[src/rtl/uart_tx_fifo_if.sv]
// rtl/uart_tx_fifo_if.sv - register bus bundle for the FIFO-backed UART transmitter
//
// Groups the 3-bit-address, 8-bit register bus.
//   wren  : register write strobe, one cycle per access
//   rden  : register read strobe, one cycle per access
//   addr  : register address
//   din   : write data
//   dout  : registered read data (driven by the peripheral)
interface uart_tx_fifo_if;
    logic       wren;
    logic       rden;
    logic [2:0] addr;
    logic [7:0] din;
    logic [7:0] dout;

    modport master (output wren, rden, addr, din, input dout);
    modport slave  (input wren, rden, addr, din, output dout);
endinterface

[src/rtl/uart_tx_fifo.sv]
// rtl/uart_tx_fifo.sv - register-mapped UART transmitter with TX FIFO and programmable frame
//
// Ports:
//   clk   : system clock, rising edge
//   reset : asynchronous active-low reset
//   bus   : register bus (slave side): wren, rden, addr, din, dout
//   txout : serial line, idles high
// Registers: 0 TXDATA, 1 STATUS (W1C bits 3/4), 2 CTRL, 3 DIVLO, 4 DIVHI, 5 LEVEL.
module uart_tx_fifo #(
    parameter int          DATA_BITS   = 8,
    parameter int          FIFO_DEPTH  = 16,
    parameter logic [15:0] DEFAULT_DIV = 16'h001A
) (
    input  logic           clk,
    input  logic           reset,
    uart_tx_fifo_if.slave  bus,
    output logic           txout
);
    localparam int AW = $clog2(FIFO_DEPTH);

    typedef enum logic [2:0] {S_IDLE, S_START, S_DATA, S_PARITY, S_STOP1, S_STOP2} state_t;

    logic [DATA_BITS-1:0] r_mem [FIFO_DEPTH];
    logic [AW-1:0]        r_wptr, r_rptr;
    logic [AW:0]          r_level;
    logic [4:0]           r_ctrl;
    logic [15:0]          r_div;
    logic                 r_ovf, r_done;
    logic [7:0]           r_dout;

    state_t               r_state;
    logic [15:0]          r_cnt;
    logic [15:0]          r_div_l;
    logic [DATA_BITS-1:0] r_shift;
    logic [2:0]           r_bitidx;
    logic                 r_par_en, r_par_bit, r_two_stop;
    logic                 r_line;

    logic                 w_empty, w_full, w_bit_end, w_frame_end;
    logic                 w_pop, w_push, w_wr_data;
    logic [DATA_BITS-1:0] w_head;

    assign w_empty     = (r_level == '0);
    assign w_full      = (r_level == (AW+1)'(FIFO_DEPTH));
    assign w_bit_end   = (r_cnt == r_div_l);
    assign w_frame_end = w_bit_end &&
                         ((r_state == S_STOP1 && !r_two_stop) || r_state == S_STOP2);
    // A pop happens only when the line is free: idle, or on the final stop-bit edge.
    assign w_pop       = !w_empty && r_ctrl[0] && (r_state == S_IDLE || w_frame_end);
    assign w_wr_data   = bus.wren && (bus.addr == 3'd0);
    // A pop on the same edge frees a slot, so a write to a full FIFO still lands.
    assign w_push      = w_wr_data && (!w_full || w_pop);
    assign w_head      = r_mem[r_rptr];

    // Break overrides the line combinationally from registered state.
    assign txout    = r_ctrl[4] ? 1'b0 : r_line;
    assign bus.dout = r_dout;

    always_ff @(posedge clk) begin
        if (w_push) r_mem[r_wptr] <= bus.din[DATA_BITS-1:0];
    end

    always_ff @(posedge clk or negedge reset) begin
        if (!reset) begin
            r_wptr  <= '0;
            r_rptr  <= '0;
            r_level <= '0;
        end else begin
            if (w_push) r_wptr <= r_wptr + 1'b1;
            if (w_pop)  r_rptr <= r_rptr + 1'b1;
            case ({w_push, w_pop})
                2'b10:   r_level <= r_level + 1'b1;
                2'b01:   r_level <= r_level - 1'b1;
                default: r_level <= r_level;
            endcase
        end
    end

    // Register file and read path.
    always_ff @(posedge clk or negedge reset) begin
        if (!reset) begin
            r_ctrl <= 5'h01;
            r_div  <= DEFAULT_DIV;
            r_ovf  <= 1'b0;
            r_done <= 1'b0;
            r_dout <= 8'h00;
        end else begin
            if (bus.wren) begin
                case (bus.addr)
                    3'd2:    r_ctrl      <= bus.din[4:0];
                    3'd3:    r_div[7:0]  <= bus.din;
                    3'd4:    r_div[15:8] <= bus.din;
                    default: ;
                endcase
            end
            // Set events take priority over W1C clears on the same edge.
            if (w_wr_data && w_full && !w_pop)
                r_ovf <= 1'b1;
            else if (bus.wren && bus.addr == 3'd1 && bus.din[3])
                r_ovf <= 1'b0;
            if (w_frame_end)
                r_done <= 1'b1;
            else if (bus.wren && bus.addr == 3'd1 && bus.din[4])
                r_done <= 1'b0;
            if (bus.rden) begin
                case (bus.addr)
                    3'd1:    r_dout <= {3'b000, r_done, r_ovf, (r_state != S_IDLE), w_full, w_empty};
                    3'd2:    r_dout <= {3'b000, r_ctrl};
                    3'd3:    r_dout <= r_div[7:0];
                    3'd4:    r_dout <= r_div[15:8];
                    3'd5:    r_dout <= 8'(r_level);
                    default: r_dout <= 8'h00;
                endcase
            end
        end
    end

    // Transmit sequencer; r_cnt counts clocks within the current bit (0..DIV).
    always_ff @(posedge clk or negedge reset) begin
        if (!reset) begin
            r_state    <= S_IDLE;
            r_cnt      <= '0;
            r_div_l    <= '0;
            r_shift    <= '0;
            r_bitidx   <= '0;
            r_par_en   <= 1'b0;
            r_par_bit  <= 1'b0;
            r_two_stop <= 1'b0;
            r_line     <= 1'b1;
        end else if (w_pop) begin
            // Frame settings are latched here so mid-frame writes only affect the next frame.
            r_state    <= S_START;
            r_cnt      <= '0;
            r_div_l    <= r_div;
            r_shift    <= w_head;
            r_bitidx   <= '0;
            r_par_en   <= r_ctrl[1];
            r_par_bit  <= (^w_head) ^ r_ctrl[2];
            r_two_stop <= r_ctrl[3];
            r_line     <= 1'b0;
        end else if (r_state != S_IDLE) begin
            if (!w_bit_end) begin
                r_cnt <= r_cnt + 1'b1;
            end else begin
                r_cnt <= '0;
                case (r_state)
                    S_START: begin
                        r_state <= S_DATA;
                        r_line  <= r_shift[0];
                    end
                    S_DATA: begin
                        if (r_bitidx == 3'(DATA_BITS - 1)) begin
                            r_state <= r_par_en ? S_PARITY : S_STOP1;
                            r_line  <= r_par_en ? r_par_bit : 1'b1;
                        end else begin
                            r_shift  <= r_shift >> 1;
                            r_line   <= r_shift[1];
                            r_bitidx <= r_bitidx + 1'b1;
                        end
                    end
                    S_PARITY: begin
                        r_state <= S_STOP1;
                        r_line  <= 1'b1;
                    end
                    S_STOP1: begin
                        r_state <= r_two_stop ? S_STOP2 : S_IDLE;
                        r_line  <= 1'b1;
                    end
                    default: begin
                        r_state <= S_IDLE;
                        r_line  <= 1'b1;
                    end
                endcase
            end
        end
    end
endmodule
[src/flat_wrapper.sv]
// flat-port wrapper written by rule: the top's interface ports become plain ports
module uart_tx_fifo_flat 
#(
    parameter int          DATA_BITS   = 8,
    parameter int          FIFO_DEPTH  = 16,
    parameter logic [15:0] DEFAULT_DIV = 16'h001A
)
  (clk, reset, txout, bus_wren, bus_rden, bus_addr, bus_din, bus_dout);
  uart_tx_fifo_if bus_i ();
  input  logic clk;
  input  logic reset;
  output logic txout;
  input wire logic [$bits(bus_i.wren)-1:0] bus_wren;
  input wire logic [$bits(bus_i.rden)-1:0] bus_rden;
  input wire logic [$bits(bus_i.addr)-1:0] bus_addr;
  input wire logic [$bits(bus_i.din)-1:0] bus_din;
  output wire logic [$bits(bus_i.dout)-1:0] bus_dout;
  assign bus_i.wren = bus_wren;
  assign bus_i.rden = bus_rden;
  assign bus_i.addr = bus_addr;
  assign bus_i.din = bus_din;
  assign bus_dout = bus_i.dout;
  uart_tx_fifo #(.DATA_BITS(DATA_BITS), .FIFO_DEPTH(FIFO_DEPTH), .DEFAULT_DIV(DEFAULT_DIV)) u_core (.clk(clk), .reset(reset), .bus(bus_i), .txout(txout));
endmodule
[config.mk]
export PLATFORM = sky130hd
export DESIGN_NAME = uart_tx_fifo_flat
export DESIGN_NICKNAME = d
export VERILOG_FILES = /design/src/rtl/uart_tx_fifo_if.sv /design/src/rtl/uart_tx_fifo.sv /design/src/flat_wrapper.sv
export SDC_FILE = /design/constraint.sdc
export NUM_CORES = 1
export LEC_CHECK = 0
export BUFFER_PORTS_ARGS = -buffer_cell sky130_fd_sc_hd__buf_2
export CORE_MARGIN = 2
export CORE_UTILIZATION = 56
export CTS_BUF_LIST = sky130_fd_sc_hd__clkbuf_8 sky130_fd_sc_hd__clkbuf_16
export DETAILED_ROUTE_END_ITERATION = 8
export GPL_TIMING_DRIVEN = 0
export PLACE_DENSITY = 0.75
export SLEW_MARGIN = 25
export SYNTH_ARGS = -nofsm -noshare
export SYNTH_HDL_FRONTEND = slang
export SYNTH_SLANG_ARGS = --single-unit
[constraint.sdc]
create_clock -name clk -period 2.7 [get_ports clk]
set_input_delay 0.405 -clock clk [delete_from_list [all_inputs] [get_ports clk]]
set_output_delay 0.405 -clock clk [all_outputs]
set_load 0.1 [all_outputs]
---- After elaboration in Yosys (flattened, before gate mapping) ----
Memories as Yosys holds them, arrays and structs flattened.
Cells that the tools add are included.
word-level totals
  memories ................................ 1
  register bits ........................... 94
  bits of input ports ..................... 15
  memory bits (writable) .................. 128
cells by class
  bitwise operators ....................... 1
  mux-type cells .......................... 35
  equality and inequality tests ........... 17
  reductions and logical operators ........ 35
  $add $sub $neg .......................... 6
memory list
  memory        depth  bits a word  read ports  clocked after Yosys merged registers in  write ports  line                RTL
  u_core.r_mem  16     8            1           0                                        1            uart_tx_fifo.sv:23  logic [DATA_BITS-1:0] r_mem [FIFO_DEPTH];
operators with widths
  cell                                                                   count
  16-bit 2-to-1 mux                                                      3
  8-bit 2-to-1 mux                                                       5
  8-bit case mux with 5 select lines                                     1
  3-bit 2-to-1 mux                                                       11
  16-bit by 1-bit adder with 16-bit output, second input constant        1
  16-bit equality test                                                   1
  3-bit equality test, second input constant                             5
  3-bit by 2-bit equality test with 1-bit output, second input constant  4
  1-bit 2-to-1 mux                                                       12
  3-bit case mux with 4 select lines                                     1
  2-bit nonzero test                                                     6
  1-bit logical AND                                                      11
  5-bit case mux with 2 select lines                                     1
  4-bit by 1-bit adder with 4-bit output, second input constant          2
  2-bit AND reduction                                                    4
  8-bit XOR reduction                                                    1
  3-bit by 1-bit equality test with 1-bit output, second input constant  2
  3-bit zero test                                                        2
  5-bit by 1-bit adder with 5-bit output, second input constant          1
  5-bit equality test, second input constant                             1
  5-bit zero test                                                        1
  5-bit by 1-bit subtractor with 5-bit output, second input constant     1
  1-bit zero test                                                        4
  4-bit AND reduction                                                    1
  other kinds (10)                                                       12

---- Longest topological paths before layout ----
Gate-level depths: netlist (run 1).
  depth after elaboration ................. 10
  gate-level depth with buffers ........... 14

---- Worst setup path after synthesis (run 1) ----
Ideal clock, no wire load.
  path type ............................... flip-flop to flip-flop
  start point ............................. reg u_core.r_cnt[11]
  end point ............................... reg u_core.r_level[4]
  buffers on the path ..................... 2
  clock period less this slack ............ 2.852 ns
  cell stages (with the launch flop) ...... 15
  path slack .............................. -0.152 ns
  data arrival time ....................... 2.728 ns
  setup time .............................. 0.124 ns
  cell sequence ........................... dfrtp_1 -> buf_2 -> xor2_1 -> nor4_1 -> nand4_1 -> nor3_2 -> o21a_1 -> buf_2 -> nand2_1 -> xnor2_1 -> ha_1 -> or4_1 -> nor3_1 -> a41oi_1 -> xnor2_1
on the way
  longest elaborated chain between the ends .. 8
  elaborated cells on any way between the ends .. 10
  those cells by class .................... eq/ne: 3; mux: 1; reduce/logical: 6
ends and longest elaborated chain
  what                                                                                   line                 RTL
  start, declared                                                                        uart_tx_fifo.sv:32   logic [15:0] r_cnt;
  start signal, assigned                                                                 uart_tx_fifo.sv:143  r_cnt <= r_cnt + 1'b1;
  16-bit equality test *                                                                 uart_tx_fifo.sv:45   assign w_bit_end = (r_cnt == r_div_l);
  1-bit logical AND *                                                                    uart_tx_fifo.sv:46   assign w_frame_end = w_bit_end &&
  1-bit logical OR *                                                                     uart_tx_fifo.sv:49   assign w_pop = !w_empty && r_ctrl[0] && (r_state == S_IDLE || w_frame_end);
  1-bit logical AND *                                                                    uart_tx_fifo.sv:49
  1-bit logical OR                                                                       uart_tx_fifo.sv:52   assign w_push = w_wr_data && (!w_full || w_pop);
  1-bit logical AND                                                                      uart_tx_fifo.sv:52
  2-bit by 1-bit equality test with 1-bit output or 2-bit equality test (tied branches)  uart_tx_fifo.sv:71   case ({w_push, w_pop})
  5-bit case mux with 2 select lines or 2-bit nonzero test (tied branches)               -
  end signal, assigned                                                                   uart_tx_fifo.sv:72   2'b10: r_level <= r_level + 1'b1;
  end signal, assigned                                                                   uart_tx_fifo.sv:73   2'b01: r_level <= r_level - 1'b1;
  end signal, assigned                                                                   uart_tx_fifo.sv:74   default: r_level <= r_level;
  end, declared                                                                          uart_tx_fifo.sv:25   logic [AW:0] r_level;
Every way passes the cells marked *; elsewhere a longest branch is shown, timed or not.
A chain may end at the register's enable or synchronous reset.

---- Final worst setup path (run 1) ----
Same ends and word-level chain as after synthesis.

==> results by group, run 1 <==
STA
  – Period utilization: 112.3%
  – Worst Setup Slack, final: -0.3326 ns
  – Worst Tran Pin Value: 0.9988 ns
  – Max-slew violation count: 0
  – Count of final hold-check violations: 0
  – Slew headroom: 32.48%
  – Tmin final: 3.033 ns
  – RSZ-0062 raised after global routing: true
  – Highest Clock Rate: 0.3297 GHz
  – Setup-failing EPs final: 130
  – Post-route setup TNS: -15.85 ns
  – Worst clock skew: 0.01970 ns

Setup path
  – Origin of the critical flop-to-flop path: u_core.r_cnt[11]
  – Arr. time, crit path: 3.42 ns
  – Reg2reg end: u_core.r_level[4]
  – Max FO, Critical Path: 4
  – Reg2Reg Setup Slack: -0.33 ns
  – Worst R2R Path Depth: 13
  – Worst Path Required: 3.09 ns
  – Slowest cell on crit path: dfrtp_2
  – Crit path launch type: flop
  – Worst setup path class: flop to flop
  – Slowest stage delay, CP: 0.44 ns
  – Setup crit end kind: flop
  – Worst path cell trace: xor2_1, nor4_2, nand4_1, nor3_2, o21a_1, buf_6, nand2_4, xnor2_2, ha_2, or4_4, nor3_4, a41oi_2, xnor2_1

GRT
  – Initial antenna violation count: 0
  – Largest net degree at the start of global routing: 59
  – Total grt overflow: 0
  – Gr usage total: 25.43%
  – Number of global-route vias before repair: 6375
  – First-pass GRT wire length: 35520 um

Placed design
  – Routability cong.: 0.8628
  – Cell Area, Placed: 10130 um^2
  – HPWL after DPL: 14040 um
  – I/O Buffers: 23

Clocking
  – Clk slew on worst S/H paths: 0.06 ns
  – CTS tree: yes
  – H-tree depth: 1
  – Root Driver: clkbuf_16
  – Clock latency on the worst-skew pair: 0.51 ns
  – Clock buffer depth: 3
  – Clk sinks: 222
  – CTS Buf Count: 24

Floorplanning
  – FP Rows: 48
  – Die width: 135.5 um
  – Initial Util: 56.56%
  – Die Y: 135.5 um
  – Die area: 18350 um^2
  – Core region area: 17120 um^2
  – Top-Level Pins: 24

Synth
  – Seq/Total Area, Yosys: 64.07%
  – Post-synth cell types: 59
  – Syn_area_per_cell: 13.54 um^2
  – Syn nets: 739
  – Mapped Cells: 715
  – Primary FF master, synth: edfxtp_1
  – EDFF count, synth: 128
  – Mapped cell area: 9681 um^2
  – Yosys reg bits: 222
  – Yosys synthesis warning count: 0
  – Post-synthesis async set-or-reset flop share: 42.34%

Final layout
  – Post-layout util: 69.78%
  – Most frequent cells in the layout: 128 x edfxtp_1, 86 x nand2_1, 83 x dfrtp_1, 41 x buf_4, 39 x mux2i_1
  – Area Overhead vs Synth: 23.38%
  – Diode count: 0
  – Nets@finish: 842
  – Fillcell total: 1080
  – Most common cell after layout, fill and taps aside: edfxtp_1
  – Share of cells above drive strength 1: 28.90%
  – Final Cell Area: 11940 um^2

Pwr
  – Internal Power: 0.008016 W
  – P_leak: 4.729 nW
  – VDD IR max: 677.0 uV
  – Net load switching power: 0.004267 W
  – Sw Share: 34.74%
  – Clk pwr share: 25.6%
  – Logic pwr share: 37.3%
  – Sequential Power Share: 37.1%
  – Pwr Density: 1028 nW/um^2

Hold path
  – Type of the worst min-delay path: input pin to flop
  – Hold Path Depth: 3
  – Hold endpoint: u_core.bus.dout[7]
  – Hold_sp: bus_rden

Job
  – Max_cap viols: 0

Drt
  – Vias per cell: 6.131
  – Number of detailed-route iterations in the first pass: 7
  – Starting DRT DRC Count: 787
  – Total length of routed wires: 23660 um
  – Residual DRC count: 0
  – Vias: 6493
  – Antenna viol nets, final: 0
  – Wire per inst: 22.34 um

Run status
  – Status: complete, but fails checks
  – Failing checks: negative setup slack
how the worst max path moves through the flow:
stage | slack [ns] | endpoint | cells after the start | start
2_1_floorplan | -0.14 | u_core.r_level[4] | 14 | u_core.r_cnt[11]
3_3_place_gp | -0.69 | u_core.r_mem[7][0] | 9 | u_core.r_cnt[11]
3_5_place_dp | -0.84 | u_core.r_mem[7][0] | 9 | u_core.r_cnt[11]
4_1_cts | -0.15 | u_core.r_level[4] | 13 | u_core.r_cnt[9]
5_1_grt | -0.47 | u_core.r_level[4] | 13 | u_core.r_cnt[1]
6_report | -0.33 | u_core.r_level[4] | 13 | u_core.r_cnt[11]
Yosys cell counts, types with 7 or more instances:
library cell,count,area [um^2]
a221oi_1,18,157.7
mux2i_1,40,400.4
mux2_2,23,259.0
inv_1,13,48.80
ha_1,9,112.6
o21ai_0,37,185.2
clkbuf_1,17,63.81
edfxtp_1,128,3844
nor2_1,36,135.1
buf_2,7,35.03
xor2_1,21,183.9
a2bb2oi_1,7,61.31
nand3_1,18,90.09
a22oi_1,12,90.09
mux4_2,16,360.4
and3_1,8,50.05
nand2_1,95,356.6
o22ai_1,16,100.1
nor3_1,8,40.04
xnor2_1,16,140.1
dfrtp_1,89,2227
a21oi_1,7,35.03
critical path: cells and delay by family, from the launching register on:
family                     cells  cell delay, ns
DFF                            1            0.44
AOI/OAI and AO/OA              2            0.22
buffers and inverters          1            0.12
and+or+nand+nor                6            1.48
adders and majority gates      1            0.19
xor gates and xnor gates       3            0.46
per-stage QoR:
step	setup slack (ns)	hold slack [ns]	cells	total power, W
2_1_floorplan	-0.1360	0.1094	715	0.007349
3_3_place_gp	-0.6857	0.4842	963	0.008156
3_5_place_dp	-0.8351	0.3407	964	0.008284
4_1_cts	-0.1538	0.1837	1040	0.01166
5_1_grt	-0.4652	0.1908	1059	0.01284
6_report	-0.3326	0.1933	1059	0.01228
registers in the layout, summed over array words and instances (netlist names), 5 cells and up:
register	count
u_core.bus.dout	8
u_core.r_cnt	16
u_core.r_ctrl	5
u_core.r_div	16
u_core.r_div_l	16
u_core.r_level	5
u_core.r_mem	128
u_core.r_shift	8
final cells by class:
type | count | area (um^2) | share of cell area, %
buffer | 34 | 266.5 | 2.231
tap | 225 | 281.5 | 2.357
timing repair buffer | 80 | 772.0 | 6.463
clock buffer | 25 | 625.6 | 5.238
clock inverter | 17 | 127.6 | 1.069
inverter | 13 | 48.80 | 0.4085
multi-input combinational | 443 | 3612 | 30.24
sequential | 222 | 6210 | 51.99
cells by family after synthesis:
group	Yosys count	share of synthesized area [%]
adder cells (fa/ha/maj)	9	1.163
AND/OR/NAND/NOR	196	9.112
AO/OA/AOI/OAI	119	8.401
XOR/XNOR	39	3.748
buffers and inverters	50	2.856
multiplexers	80	10.65
flip-flops	222	64.07
routing by layer:
metal / global-route usage (%) / up-vias / share of wire [%]
met2: 40.83 / 294 / 50
li1: - / 2875 / -
met3: 4.826 / 43 / 7.6
met5: 0 / - / 0
met4: 7.234 / 0 / 1.7
met1: 36.03 / 3281 / 41
power groups by stage:
stage,Sequential (W),Clock [W],Combinational [W]
4_1_cts,0.00451,0.00315,0.00399
3_3_place_gp,0.00453,0,0.00362
5_1_grt,0.00460,0.00331,0.00493
3_5_place_dp,0.00455,0,0.00373
6_report,0.00455,0.00315,0.00458
2_1_floorplan,0.00452,0,0.00283
repair_timing:
action                     CTS  global route
setup buffers               34            22
hold buffers                 1             0
pin swaps                   24            17
setup endpoints to repair  150           158
hold endpoints to repair    35             0
resized for setup           55            52
Power figures use the tool's default switching activity.
==> run 2, diff against run 1 <==
MAX_ROUTING_LAYER = met4   (was not set)
==> results by group, run 2 (synthesis gave the netlist of run 1 again) <==
Setup path
  – Reg2Reg Setup Slack: -0.36 ns (was -0.33 ns)
  – Setup crit end kind: flop (unchanged)
  – Origin of the critical flop-to-flop path: u_core.r_cnt[11] (unchanged)
  – Slowest cell on crit path: dfrtp_2 (unchanged)
  – Arr. time, crit path: 3.44 ns (was 3.42 ns)
  – Reg2reg end: u_core.r_level[4] (unchanged)
  – Buf/Inv on CP: 1 (unchanged)
  – Max FO, Critical Path: 4 (unchanged)
  – Crit-path leading delay family: simple AND/OR/NAND/NOR gates (unchanged)
  – Worst Path Required: 3.09 ns (about the same)
  – Worst setup path class: flop to flop (unchanged)
  – Worst R2R Path Depth: 13 (unchanged)
  – Worst path cell trace: xor2_1, nor4_2, nand4_1, nor3_2, o21a_1, buf_6, nand2_4, xnor2_2, ha_2, or4_4, nor3_4, a41oi_2, xnor2_1 (unchanged)
  – Crit path launch type: flop (unchanged)
  – Slowest stage delay, CP: 0.44 ns (about the same)

Clocking
  – Root Driver: clkbuf_16 (unchanged)
  – Clk slew on worst S/H paths: 0.06 ns (about the same)
  – Clk sinks: 222 (unchanged)
  – H-tree depth: 1 (unchanged)
  – Clock buffer depth: 3 (unchanged)
  – CTS Buf Count: 24 (unchanged)
  – CTS tree: yes (unchanged)
  – Clock latency on the worst-skew pair: 0.51 ns (about the same)

Floorplanning
  – FP Rows: 48 (unchanged)
  – Die width: 135.5 um (unchanged)
  – Initial Util: 56.56% (unchanged)
  – Core region area: 17120 um^2 (unchanged)
  – Die Y: 135.5 um (unchanged)
  – Top-Level Pins: 24 (unchanged)
  – Die area: 18350 um^2 (unchanged)

Drt
  – Vias per cell: 6.096 (was 6.131)
  – Vias: 6456 (was 6493)
  – Antenna viol nets, final: 0 (unchanged)
  – Starting DRT DRC Count: 863 (was 787)
  – Number of detailed-route iterations in the first pass: 7 (unchanged)
  – Wire per inst: 22.37 um (was 22.34 um)
  – Residual DRC count: 0 (unchanged)
  – Total length of routed wires: 23690 um (was 23660 um)

Final layout
  – Max FFs per register: 128 (unchanged)
  – Area Overhead vs Synth: 23.26% (was 23.38%)
  – Diode count: 0 (unchanged)
  – Share of cells above drive strength 1: 28.90% (unchanged)
  – Top reg by flops: u_core.r_mem (unchanged)
  – Nets@finish: 842 (unchanged)
  – Fin cells: 1059 (unchanged)
  – Most frequent cells in the layout: 128 x edfxtp_1, 86 x nand2_1, 83 x dfrtp_1, 41 x buf_4, 39 x mux2i_1 (unchanged)
  – Most common cell after layout, fill and taps aside: edfxtp_1 (unchanged)

GRT
  – Number of global-route vias before repair: 6384 (was 6375)
  – Largest net degree at the start of global routing: 59 (unchanged)
  – Total grt overflow: 0 (unchanged)
  – First-pass GRT wire length: 35540 um (was 35520 um)
  – Initial antenna violation count: 0 (unchanged)
  – Gr usage total: 26.19% (was 25.43%)

STA
  – Worst clock skew: 0.01638 ns (was 0.01970 ns)
  – Worst Tran Pin Value: 0.9092 ns (was 0.9988 ns)
  – Tmin final: 3.056 ns (was 3.033 ns)
  – RSZ-0062 raised after global routing: true (unchanged)
  – Slew headroom: 38.54% (was 32.48%)
  – Worst Setup Slack, final: -0.3560 ns (was -0.3326 ns)
  – Post-route setup TNS: -14.52 ns (was -15.85 ns)
  – Count of final hold-check violations: 0 (unchanged)
  – Highest Clock Rate: 0.3272 GHz (was 0.3297 GHz)
  – Setup-failing EPs final: 130 (unchanged)
  – Max-slew violation count: 0 (unchanged)
  – Period utilization: 113.2% (was 112.3%)

Placed design
  – I/O Buffers: 23 (unchanged)
  – Routability cong.: 0.8768 (was 0.8628)
  – Placed cells: 964 (unchanged)
  – HPWL after DPL: 14040 um (unchanged)

Job
  – Max_cap viols: 0 (unchanged)

Run status
  – Failing checks: negative setup slack (unchanged)
  – Status: complete, but fails checks (unchanged)

Hold path
  – Type of the worst min-delay path: input pin to flop (unchanged)
  – Hold Path Depth: 3 (unchanged)
  – Hold endpoint: u_core.bus.dout[7] (unchanged)
  – Hold_sp: bus_rden (unchanged)

Pwr
  – Final Power: 0.01227 W (was 0.01228 W)
  – VDD IR max: 675.1 uV (was 677.0 uV)
  – P_leak: 4.730 nW (was 4.729 nW)
  – Pwr Density: 1029 nW/um^2 (was 1028 nW/um^2)
## run 2: cell counts in the layout (fill, tap and decap cells not counted)
No cell type changed its count.
## run 2: layer usage
layer	track usage, %	part of all wire (%)
met5	-	0
met4	7.292	1.9
met3	4.863	7.2
met2	40.89	49
met1	35.90	42
## run 2: layout make-up
class / instances / area, um^2
Inverter: 13 / 48.80
Fill cell: 1083 / 5184
Clock buffer: 25 / 625.6
Multi-Input combinational cell: 443 / 3601
Tap cell: 225 / 281.5
Timing Repair Buffer: 80 / 772.0
Clock inverter: 17 / 127.6
Buffer: 34 / 266.5
Sequential cell: 222 / 6210
## run 2: tightest hold or removal path: cells and delay by family
kind	cells	cell delay, ns
compound gates	1	0.05
simple gates	1	0.10
buf+inv	1	0.12
## run 2: repair_timing
action,4_1_cts,5_1_grt
setup endpoints to repair,150,158
pin swaps,24,14
buffers inserted,34,21
endpoints found under the hold margin,35,0
hold buffers,1,0
gates resized for setup,55,51
## run 2: worst max path at each step
stage                                    end  cells past startpoint             start
after CTS                  u_core.r_level[4]                     13   u_core.r_cnt[9]
after global routing       u_core.r_level[4]                     13   u_core.r_cnt[1]
final                      u_core.r_level[4]                     13  u_core.r_cnt[11]
after detailed placement  u_core.r_mem[7][0]                      9  u_core.r_cnt[11]
after floorplan            u_core.r_level[4]                     14  u_core.r_cnt[11]
after global placement    u_core.r_mem[7][0]                      9  u_core.r_cnt[11]
## run 2: power breakdown
part | leakage (nW) | switching, W | internal, W
Clock | 0.397 | 0.00129 | 0.00186
Sequential | 2.32 | 0.000461 | 0.00409
Combinational | 2.02 | 0.00251 | 0.00207
Total | 4.73 | 0.00425 | 0.00802
## run 2: metrics by stage
step / worst slack, ns / area [um^2] / hold WS [ns] / util [%]
global placement: -0.6857 / 10100 / 0.4842 / 59.01
CTS: -0.1538 / 11560 / 0.1837 / 67.54
global route: -0.4679 / 11930 / 0.1908 / 69.71
detailed placement: -0.8351 / 10130 / 0.3407 / 59.20
floorplan: -0.1360 / 9703 / 0.1094 / -
finish: -0.3560 / 11930 / 0.1998 / 69.71
==> run 3, diff against run 2 <==
GPL_ROUTABILITY_DRIVEN = 0   (was not set)
RECOVER_POWER = 100   (was not set)
==> results by group, run 3 (synthesis gave the netlist of run 1 again) <==
GRT
  – Initial antenna violation count: 0 (unchanged)
  – Largest net degree at the start of global routing: 59 (unchanged)
  – Total grt overflow: 0 (unchanged)
  – Number of global-route vias before repair: 6384 (unchanged)
  – Gr usage total: 26.19% (unchanged)
  – First-pass GRT wire length: 35540 um (unchanged)

Run status
  – Failing checks: max-capacitance violations, max-slew violations, negative setup slack (was negative setup slack)
  – Status: complete, but fails checks (unchanged)

Placed design
  – Placed cells: 964 (unchanged)
  – Setup WS pre-CTS: -0.8351 ns (unchanged)
  – I/O Buffers: 23 (unchanged)
  – HPWL after DPL: 14040 um (unchanged)

Clocking
  – Root Driver: clkbuf_16 (unchanged)
  – CTS tree: yes (unchanged)
  – Clk sinks: 222 (unchanged)
  – H-tree depth: 1 (unchanged)
  – Clk slew on worst S/H paths: 0.06 ns (about the same)
  – CTS Buf Count: 24 (unchanged)
  – Clock latency on the worst-skew pair: 0.52 ns (was 0.51 ns)
  – Clock buffer depth: 3 (unchanged)

Pwr
  – Net load switching power: 0.004252 W (was 0.004255 W)
  – Pwr Density: 1031 nW/um^2 (was 1029 nW/um^2)
  – Final Power: 0.01226 W (was 0.01227 W)
  – Internal Power: 0.008010 W (was 0.008018 W)
  – VDD IR max: 674.3 uV (was 675.1 uV)
  – Sequential Power Share: 37.2% (was 37.1%)
  – Sw Share: 34.68% (was 34.67%)
  – Clk pwr share: 25.6% (about the same)
  – P_leak: 4.661 nW (was 4.730 nW)
  – Logic pwr share: 37.2% (was 37.3%)

Job
  – Max_cap viols: 1 (was 0)

Drt
  – Antenna viol nets, final: 0 (unchanged)
  – Vias: 6523 (was 6456)
  – Vias per cell: 6.160 (was 6.096)
  – Number of detailed-route iterations in the first pass: 5 (was 7)
  – Residual DRC count: 0 (unchanged)
  – Starting DRT DRC Count: 750 (was 863)
  – Total length of routed wires: 23700 um (was 23690 um)
  – Wire per inst: 22.38 um (was 22.37 um)

STA
  – Count of final hold-check violations: 0 (unchanged)
  – Setup-failing EPs final: 130 (unchanged)
  – Fin Hold WS: 0.1909 ns (was 0.1998 ns)
  – Worst Setup Slack, final: -0.3610 ns (was -0.3560 ns)
  – Worst Tran Pin Value: 2.307 ns (was 0.9092 ns)
  – Worst clock skew: 0.01923 ns (was 0.01638 ns)
  – Slew headroom: -53.78% (was 38.54%)
  – Highest Clock Rate: 0.3267 GHz (was 0.3272 GHz)
  – Period utilization: 113.4% (was 113.2%)
  – Post-route setup TNS: -13.92 ns (was -14.52 ns)
  – Tmin final: 3.061 ns (was 3.056 ns)
  – Max-slew violation count: 37 (was 0)
  – RSZ-0062 raised after global routing: true (unchanged)

Setup path
  – Arr. time, crit path: 3.45 ns (was 3.44 ns)
  – Crit-path leading delay family: simple AND/OR/NAND/NOR gates (unchanged)
  – Slowest stage delay, CP: 0.44 ns (about the same)
  – Worst path cell trace: xor2_1, nor4_2, nand4_1, nor3_2, o21a_1, buf_6, nand2_4, xnor2_2, ha_2, or4_4, nor3_4, a41oi_2, xnor2_1 (unchanged)
  – Crit path launch type: flop (unchanged)
  – Worst Path Required: 3.09 ns (about the same)
  – Max FO, Critical Path: 4 (unchanged)
  – Setup crit end kind: flop (unchanged)
  – Worst setup path class: flop to flop (unchanged)
  – Buf/Inv on CP: 1 (unchanged)
  – Slowest cell on crit path: dfrtp_2 (unchanged)

Floorplanning
  – Die Y: 135.5 um (unchanged)
  – Core region area: 17120 um^2 (unchanged)
  – Die width: 135.5 um (unchanged)
  – Die area: 18350 um^2 (unchanged)
  – Initial Util: 56.56% (unchanged)
  – FP Rows: 48 (unchanged)
  – Top-Level Pins: 24 (unchanged)

Final layout
  – Nets@finish: 842 (unchanged)
  – Diode count: 0 (unchanged)
  – Area Overhead vs Synth: 22.83% (was 23.26%)
  – Share of cells above drive strength 1: 26.62% (was 28.90%)
  – Most frequent cells in the layout: 128 x edfxtp_1, 86 x nand2_1, 83 x dfrtp_1, 41 x buf_4, 39 x mux2i_1 (unchanged)
  – Fillcell total: 1095 (was 1083)
  – Top reg by flops: u_core.r_mem (unchanged)
  – Max FFs per register: 128 (unchanged)
  – Most common cell after layout, fill and taps aside: edfxtp_1 (unchanged)
  – Fin cells: 1059 (unchanged)

Hold path
  – Type of the worst min-delay path: input pin to flop (unchanged)
==> run 3: cell types whose count changed in the layout (fill, tap and decap cells not counted) <==
| cell | before | now |
|---|---|---|
| buf_16 | 1 | 0 |
| buf_2 | 24 | 6 |
| and2_1 | 4 | 3 |
| and2_0 | 0 | 1 |
| clkbuf_1 | 12 | 31 |
| buf_8 | 1 | 2 |
| buf_6 | 7 | 6 |
==> run 3: path summary, 6_finish.rpt <==
kind / start / to / slack [ns] / cells past startpoint
max in group asynchronous: reset / u_core.r_cnt[5] / 0.07 / 2
max: u_core.r_cnt[11] / u_core.r_level[4] / -0.36 / 13
min reg2reg: u_core.r_line / u_core.r_line / 0.50 / 2
max reg2reg: u_core.r_cnt[11] / u_core.r_level[4] / -0.36 / 13
min: bus_rden / u_core.bus.dout[7] / 0.19 / 3
min in group asynchronous: reset / u_core.r_state[0] / 1.14 / 2
==> run 3: tightest hold or removal path, delay by kind of cell <==
| kind | cells | cell delay [ns] |
|---|---|---|
| buffers and inverters | 1 | 0.12 |
| and+or+nand+nor | 1 | 0.09 |
| AOI/OAI and AO/OA | 1 | 0.05 |
==> run 3: cell type report <==
cell class | instances | area, um^2 | area share [%]
Clock buffer | 25 | 625.6 | 5.261
Inverter | 13 | 48.80 | 0.4104
Timing Repair Buffer | 80 | 729.5 | 6.135
Clock inverter | 17 | 127.6 | 1.073
Sequential cell | 222 | 6210 | 52.23
Buffer | 34 | 266.5 | 2.241
Multi-Input combinational cell | 443 | 3601 | 30.29
Tap cell | 225 | 281.5 | 2.368
==> run 3: metrics by stage <==
stage / utilization, % / instance area (um^2)
final: 69.47 / 11890
after CTS: 67.54 / 11560
after global placement: 59.01 / 10100
after global routing: 69.47 / 11890
after detailed placement: 59.20 / 10130
after floorplan: - / 9703
==> run 3: power by group through the flow <==
stage          registers, W  logic (W)  clock network, W
3_5_place_dp        0.00455    0.00373                 0
2_1_floorplan       0.00452    0.00283                 0
4_1_cts             0.00451    0.00399           0.00315
6_report            0.00456    0.00456           0.00314
3_3_place_gp        0.00453    0.00362                 0
5_1_grt             0.00460    0.00490           0.00331
==> run 3: layer usage <==
layer  GRT usage [%]  wire length (um)  vias up  share of wire (%)
met1           35.90              9669     3280                 41
met2           40.89             11610      316                 49
met3           4.863              1919       47                8.1
met5               -                 0        -                  0
li1                -                 -     2880                  -
met4           7.292               500        0                2.1
==> run 3: repair_timing <==
action | 4_1_cts | 5_1_grt
hold endpoints to repair | 35 | 0
endpoints found under the setup margin | 150 | 158
gates resized for setup | 55 | 51
pin swaps | 24 | 14
cloned | 0 | 0
hold buffers | 1 | 0
setup buffers | 34 | 21
